==> src/rtl/fir_pkg.sv <==
// Shared definitions for the serial FIR MAC sequencer: default widths,
// the FSM state encoding and the output saturation helper.
package fir_pkg;

  localparam int TAPS   = 6;
  localparam int BITS_I = 3;
  localparam int BITS_A = 16;
  localparam int BITS_X = 16;
  localparam int BITS_Y = 40;

  typedef enum logic {
    ST_IDLE = 1'b0,
    ST_MAC  = 1'b1
  } state_t;

  // Clamp an accumulator value to the signed range of a bits_x-wide sample.
  function automatic logic signed [BITS_Y-1:0] sat_clamp(
    input logic signed [BITS_Y-1:0] value,
    input int                       bits_x
  );
    logic signed [BITS_Y-1:0] hi;
    logic signed [BITS_Y-1:0] lo;
    hi = (BITS_Y'(1) << (bits_x - 1)) - BITS_Y'(1);
    lo = ~hi;
    if (value > hi) begin
      return hi;
    end else if (value < lo) begin
      return lo;
    end else begin
      return value;
    end
  endfunction

endpackage

==> src/rtl/fir_delay_line.sv <==
// TAPS-deep sample shift register. A load pushes din into slot 0 and moves
// every older sample one slot deeper; rd_idx selects one slot for the MAC.
// Indices at or beyond TAPS read as zero.
module fir_delay_line #(
  parameter int TAPS   = fir_pkg::TAPS,
  parameter int BITS_X = fir_pkg::BITS_X,
  parameter int IDX_W  = fir_pkg::BITS_I
) (
  input  logic              clk,
  input  logic              rst,
  input  logic              load,
  input  logic [BITS_X-1:0] din,
  input  logic [IDX_W-1:0]  rd_idx,
  output logic [BITS_X-1:0] dout
);

  localparam logic [IDX_W-1:0] IDX_LIMIT = IDX_W'(TAPS);

  logic [BITS_X-1:0] taps [TAPS];

  // Shift a new sample in on load; reset clears the whole history.
  // NOTE: this array is reset explicitly because filter outputs after reset
  // must see zero history; a plain storage RAM would normally be left unreset.
  always_ff @(posedge clk) begin
    if (rst) begin
      for (int i = 0; i < TAPS; i++) taps[i] <= '0;
    end else if (load) begin
      taps[0] <= din;
      for (int i = 1; i < TAPS; i++) taps[i] <= taps[i-1];
    end
  end

  assign dout = (rd_idx < IDX_LIMIT) ? taps[rd_idx] : '0;

endmodule

==> src/rtl/fir_mac_sequencer.sv <==
// Time-multiplexed serial FIR controller. Accepts one sample per handshake,
// then walks coef_addr 1..TAPS over an external combinational ROM,
// accumulating coef * x[TAPS-coef_addr], and emits one registered result.
// Optional build macro FIR_SAT_EN clamps y_out to the sample range.
module fir_mac_sequencer #(
  parameter int TAPS   = fir_pkg::TAPS,
  parameter int BITS_I = fir_pkg::BITS_I,
  parameter int BITS_A = fir_pkg::BITS_A,
  parameter int BITS_X = fir_pkg::BITS_X,
  parameter int BITS_Y = fir_pkg::BITS_Y
) (
  input  logic              clk,
  input  logic              rst,
  input  logic [BITS_X-1:0] x_in,
  input  logic              x_valid,
  output logic              x_ready,
  output logic [BITS_I-1:0] coef_addr,
  input  logic [BITS_A-1:0] coef,
  output logic [BITS_Y-1:0] y_out,
  output logic              y_valid,
  output logic              busy
);

  import fir_pkg::*;

  localparam int               PW         = BITS_X + BITS_A;
  localparam logic [BITS_I-1:0] FIRST_ADDR = BITS_I'(1);
  localparam logic [BITS_I-1:0] LAST_ADDR  = BITS_I'(TAPS);

  state_t state;
  state_t next_state;
  logic   accept;
  logic   last;

  logic [BITS_I-1:0]        tap_idx;
  logic [BITS_X-1:0]        tap_raw;
  logic signed [BITS_X-1:0] tap_s;
  logic signed [BITS_A-1:0] coef_s;
  logic signed [PW-1:0]     prod;
  logic signed [BITS_Y-1:0] prod_ext;
  logic signed [BITS_Y-1:0] acc;
  logic signed [BITS_Y-1:0] acc_next;
  logic signed [BITS_Y-1:0] result;

  // coef_addr 1 reads the oldest sample (slot TAPS-1), coef_addr TAPS the newest.
  assign tap_idx = LAST_ADDR - coef_addr;

  fir_delay_line #(
    .TAPS   (TAPS),
    .BITS_X (BITS_X),
    .IDX_W  (BITS_I)
  ) u_delay_line (
    .clk    (clk),
    .rst    (rst),
    .load   (accept),
    .din    (x_in),
    .rd_idx (tap_idx),
    .dout   (tap_raw)
  );

  assign tap_s    = tap_raw;
  assign coef_s   = coef;
  assign prod     = PW'(coef_s) * PW'(tap_s);
  assign prod_ext = {{(BITS_Y-PW){prod[PW-1]}}, prod};
  assign acc_next = acc + prod_ext;

`ifdef FIR_SAT_EN
  assign result = sat_clamp(acc_next, BITS_X);
`else
  assign result = acc_next;
`endif

  assign x_ready = (state == ST_IDLE);
  assign busy    = (state == ST_MAC);

  // State register.
  // NOTE: clocked state uses non-blocking assignments so every register
  // samples pre-edge values regardless of block ordering.
  always_ff @(posedge clk) begin
    if (rst) state <= ST_IDLE;
    else     state <= next_state;
  end

  // Next-state decode: accept in IDLE, finish after the last tap in MAC.
  // NOTE: every output gets a default first so no path infers a latch.
  always_comb begin
    next_state = state;
    accept     = 1'b0;
    last       = 1'b0;
    case (state)
      ST_IDLE: begin
        if (x_valid) begin
          accept     = 1'b1;
          next_state = ST_MAC;
        end
      end
      ST_MAC: begin
        if (coef_addr == LAST_ADDR) begin
          last       = 1'b1;
          next_state = ST_IDLE;
        end
      end
      default: next_state = ST_IDLE;
    endcase
  end

  // Datapath: ROM address stepping, accumulation and output register.
  always_ff @(posedge clk) begin
    if (rst) begin
      coef_addr <= '0;
      acc       <= '0;
      y_out     <= '0;
      y_valid   <= 1'b0;
    end else begin
      y_valid <= 1'b0;
      if (accept) begin
        acc       <= '0;
        coef_addr <= FIRST_ADDR;
      end else if (state == ST_MAC) begin
        acc <= acc_next;
        if (last) begin
          y_out     <= result;
          y_valid   <= 1'b1;
          coef_addr <= '0;
        end else begin
          coef_addr <= coef_addr + FIRST_ADDR;
        end
      end
    end
  end

endmodule

==> config.mk <==
export PLATFORM = sky130hd
export DESIGN_NAME = fir_mac_sequencer
export DESIGN_NICKNAME = d
export VERILOG_FILES = /design/src/rtl/fir_pkg.sv /design/src/rtl/fir_delay_line.sv /design/src/rtl/fir_mac_sequencer.sv
export SDC_FILE = /design/constraint.sdc
export NUM_CORES = 1
export LEC_CHECK = 0
export BUFFER_PORTS_ARGS = -buffer_cell sky130_fd_sc_hd__buf_2
export CAP_MARGIN = 20
export CORE_MARGIN = 5
export CORE_UTILIZATION = 45
export CTS_CLUSTER_DIAMETER = 50
export DETAILED_ROUTE_END_ITERATION = 10
export HOLD_SLACK_MARGIN = 0.02
export PLACE_DENSITY_LB_ADDON = 0.05
export SYNTH_ARGS = -nofsm -noshare
export SYNTH_HDL_FRONTEND = slang
export SYNTH_SLANG_ARGS = --single-unit
==> constraint.sdc <==
create_clock -name clk -period 20.8 [get_ports clk]
set_input_delay 5.2 -clock clk [delete_from_list [all_inputs] [get_ports clk]]
set_output_delay 5.2 -clock clk [all_outputs]
set_load 0.01 [all_outputs]
==> flow_metrics.env <==
export IMPL_firstDrtPassIters=5
export IMPL_grt_overflow=0
export IMPL_fin_setup_tns_ns=0
export IMPL_postCtsResizedCells=0
export IMPL_cts_buffers=17
export IMPL_rr_worst_depth=29
export IMPL_yosys_area_top_type_share_pct=33.7
export IMPL_power_mw=2.31
export IMPL_ir_worst_vdd_uv=83.3
export IMPL_chipWidth_um=219
export IMPL_wire_per_inst_um=17.9
export IMPL_netSwitchingPower_mw=1.11
export IMPL_final_util_pct=49.6
export IMPL_synth_xor_area_share_pct=1.92
export IMPL_synthAdderAreaFrac_pct=41.2
export IMPL_switching_share_pct=48.3
export IMPL_first_global_vias=14440
export IMPL_grtUsageTotal_pct=21.0
export IMPL_cts_root_buffer="clkbuf_16"
export IMPL_first_iter_violations=661
export IMPL_cap_violations=0
export IMPL_start_util_pct=45.5
export IMPL_cp_start_kind="input pin"
export IMPL_synth_nets=2428
export IMPL_p_int_mw=1.19
export IMPL_drt_drc_violations_left=0
export IMPL_ant_nets=0
export IMPL_drt_wl_total_um=46400
export IMPL_powerDensity_nw_per_um2=108
export IMPL_rsz0062_at_grt="false"
export IMPL_p_leak_nw=10.4
export IMPL_cts_hold_buffers=0
export IMPL_finalSetupViolations=0
export IMPL_routed_via_density=5.03
export IMPL_crit_fanout=16
export IMPL_post_cts_setup_buffer_count=0
export IMPL_synthCells=1946
export IMPL_power_frac_comb_pct=66.2
export IMPL_gp_congestion=0.847
export IMPL_area_growth_pct=9.02
export IMPL_fmax_mhz=87.3
export IMPL_placed_area_um2=20700
export IMPL_synth_simple_gate_area_share_pct=14.1
export IMPL_synth_top_family_by_area="adder cells"
export IMPL_rows=76
export IMPL_h_tree_depth=4
export IMPL_min_period_ns=11.45
export IMPL_cts_sinks=181
export IMPL_cts_buffer_depth=2
export IMPL_yosysWarnings=0
export IMPL_syn_area_per_cell_um2=10.1
export IMPL_stdcell_area_um2=21300
export IMPL_synth_area_um2=19600
export IMPL_numPortBuffers=80
export IMPL_ios=81
export IMPL_die_y_um=219
export IMPL_synth_top_cells_by_area="fa_1 34%, edfxtp_1 15%, dfxtp_1 8.7%"
export IMPL_outcome="finished, final reports clean"
export IMPL_grt_antenna_before_repair=3
export IMPL_synth_edf_count=96
export IMPL_path_class="input pin to flop"
export IMPL_finalHoldWorstSlack_ns=0.452
export IMPL_tightestPinTransition_ns=1.04
export IMPL_seq_power_share_pct=19.2
export IMPL_drv_slew=0
export IMPL_end_kind="flop"
export IMPL_async_reset_ff_share_pct=0
export IMPL_clkPwrFrac_pct=14.6
export IMPL_synth_cell_types=60
export IMPL_synth_seq_cells=181
export IMPL_fin_crit_sh_pct=55.1
export IMPL_grt_start_max_net_pins=97
export IMPL_drive_gt1_share_pct=9.39
export IMPL_clock_skew_ns=0.0229
export IMPL_worstPathArrival_ns=11.84
export IMPL_vias=13008
export IMPL_slew_limit_headroom_pct=30.9
export IMPL_seq_area_frac_synth_pct=23.4
export IMPL_cts_tree="built"
export IMPL_synth_most_common_cell="inv_1"
export IMPL_synth_top_area_cell="fa_1"
export IMPL_synth_compound_gate_area_share_pct=5.54
export IMPL_min_delay_path_depth=2
export IMPL_synthMuxAreaShare_pct=4.35
export IMPL_grt_pass1_wl_um=78400
export IMPL_clk_pin_slew_ns=0.07
export IMPL_diodes=0
export IMPL_clk_latency_ns=0.47
export IMPL_hp_class="flop to flop"
export IMPL_nets=2472
export IMPL_required_ns=21.18
export IMPL_dp_hpwl_um=35100
export IMPL_ys_flop_type="edfxtp_1"
export IMPL_core_um2=43100
export IMPL_hold_viol=0
export IMPL_die_area_um2=47800
export IMPL_synth_commonest_cells="405 x inv_1, 330 x fa_1, 219 x nand2_1, 167 x and2_1, 117 x ha_1"
[metrics by stage]
step	instances	setup WS (ns)
after floorplan	1946	9.65
after global placement	2556	8.92
after detailed placement	2556	8.89
after CTS	2588	9.34
after global routing	2588	8.95
final	2588	9.35
[metal layers]
layer  track usage, %  share of wire (%)  up-vias
li1                 -                  -     6070
met1             29.6                 47     6630
met2             34.0                 46      250
met3             3.12                4.7       56
met4             6.24                2.4        2
met5                0              0.028        -
[cell usage in the layout (no fill, tap or decap), types with 5 or more instances in the layout]
cell       synthesis  routed
fa_1             330     330
buf_2             12      80
nand2_1          219     219
dfxtp_1           85      83
edfxtp_1          96      96
nor3_1            12      12
and2_1           167     167
buf_4              2      24
a31oi_1            5       5
mux4_2            16      16
mux2i_1           48      48
nand3_1           14      13
o31ai_4            0       9
xnor2_1           28      28
a211oi_1          13      13
xor2_1            15      14
a21oi_1           63      63
nor2_1            79      77
ha_1             117     117
o21ai_0           10      10
a21o_1            15      15
inv_1            405     404
nor2b_1           50      49
a21oi_2            5       5
clkbuf_16          0      17
[power groups by stage]
stage	sequential [mW]	clock (mW)	combinational, mW
floorplan	0.441	0	1.18
global placement	0.450	0	1.53
detailed placement	0.451	0	1.53
CTS	0.443	0.349	1.55
global route	0.447	0.362	1.76
finish	0.442	0.337	1.53
[layout make-up]
type	count	area [µm²]
inverter	405	1520
clock buffer	21	460
clock inverter	11	135
multi-input combinational	1281	13300
timing repair buffer	104	581
tap	585	732
fill	4145	21700
sequential	181	4590
[flip-flops by register name, indices dropped and copies added, names as in the netlist]
| signal | flops |
|---|---|
| u_delay_line.taps | 96 |
| y_valid | 1 |
| coef_addr | 3 |
| y_out | 40 |
| busy | 1 |
| acc | 40 |
[critical path: stages]
cell and delay (ns):
buf_2 0.21, nand2_1 0.20, inv_1 0.09, fa_1 0.78
fa_1 0.45, inv_1 0.33, fa_1 0.62, fa_1 0.76
inv_1 0.15, fa_1 0.50, inv_1 0.05, fa_1 0.47
inv_1 0.04, ha_1 0.41, a21o_1 0.22, a21oi_1 0.05
nor2_1 0.19, o41ai_2 0.15, o21ai_2 0.18, a31oi_1 0.17
or4_1 0.52, o211ai_2 0.08
[path summary, 6_finish.rpt]
path | from | endpoint | slack, ns
worst max-delay path | coef[15] | acc[39] | 9.35
worst min-delay path | y_out[5] | y_out[5] | 0.45
worst max register to register | coef_addr[0] | acc[39] | 11.63
worst min register to register | y_out[5] | y_out[5] | 0.45
[cell families after synthesis]
logic type	count (synthesis)
flops	181
compound gates	162
simple gates	564
fa+ha+maj	447
mux	65
xor+xnor	43
buf+inv	484
(Power assumes the default switching activity.)
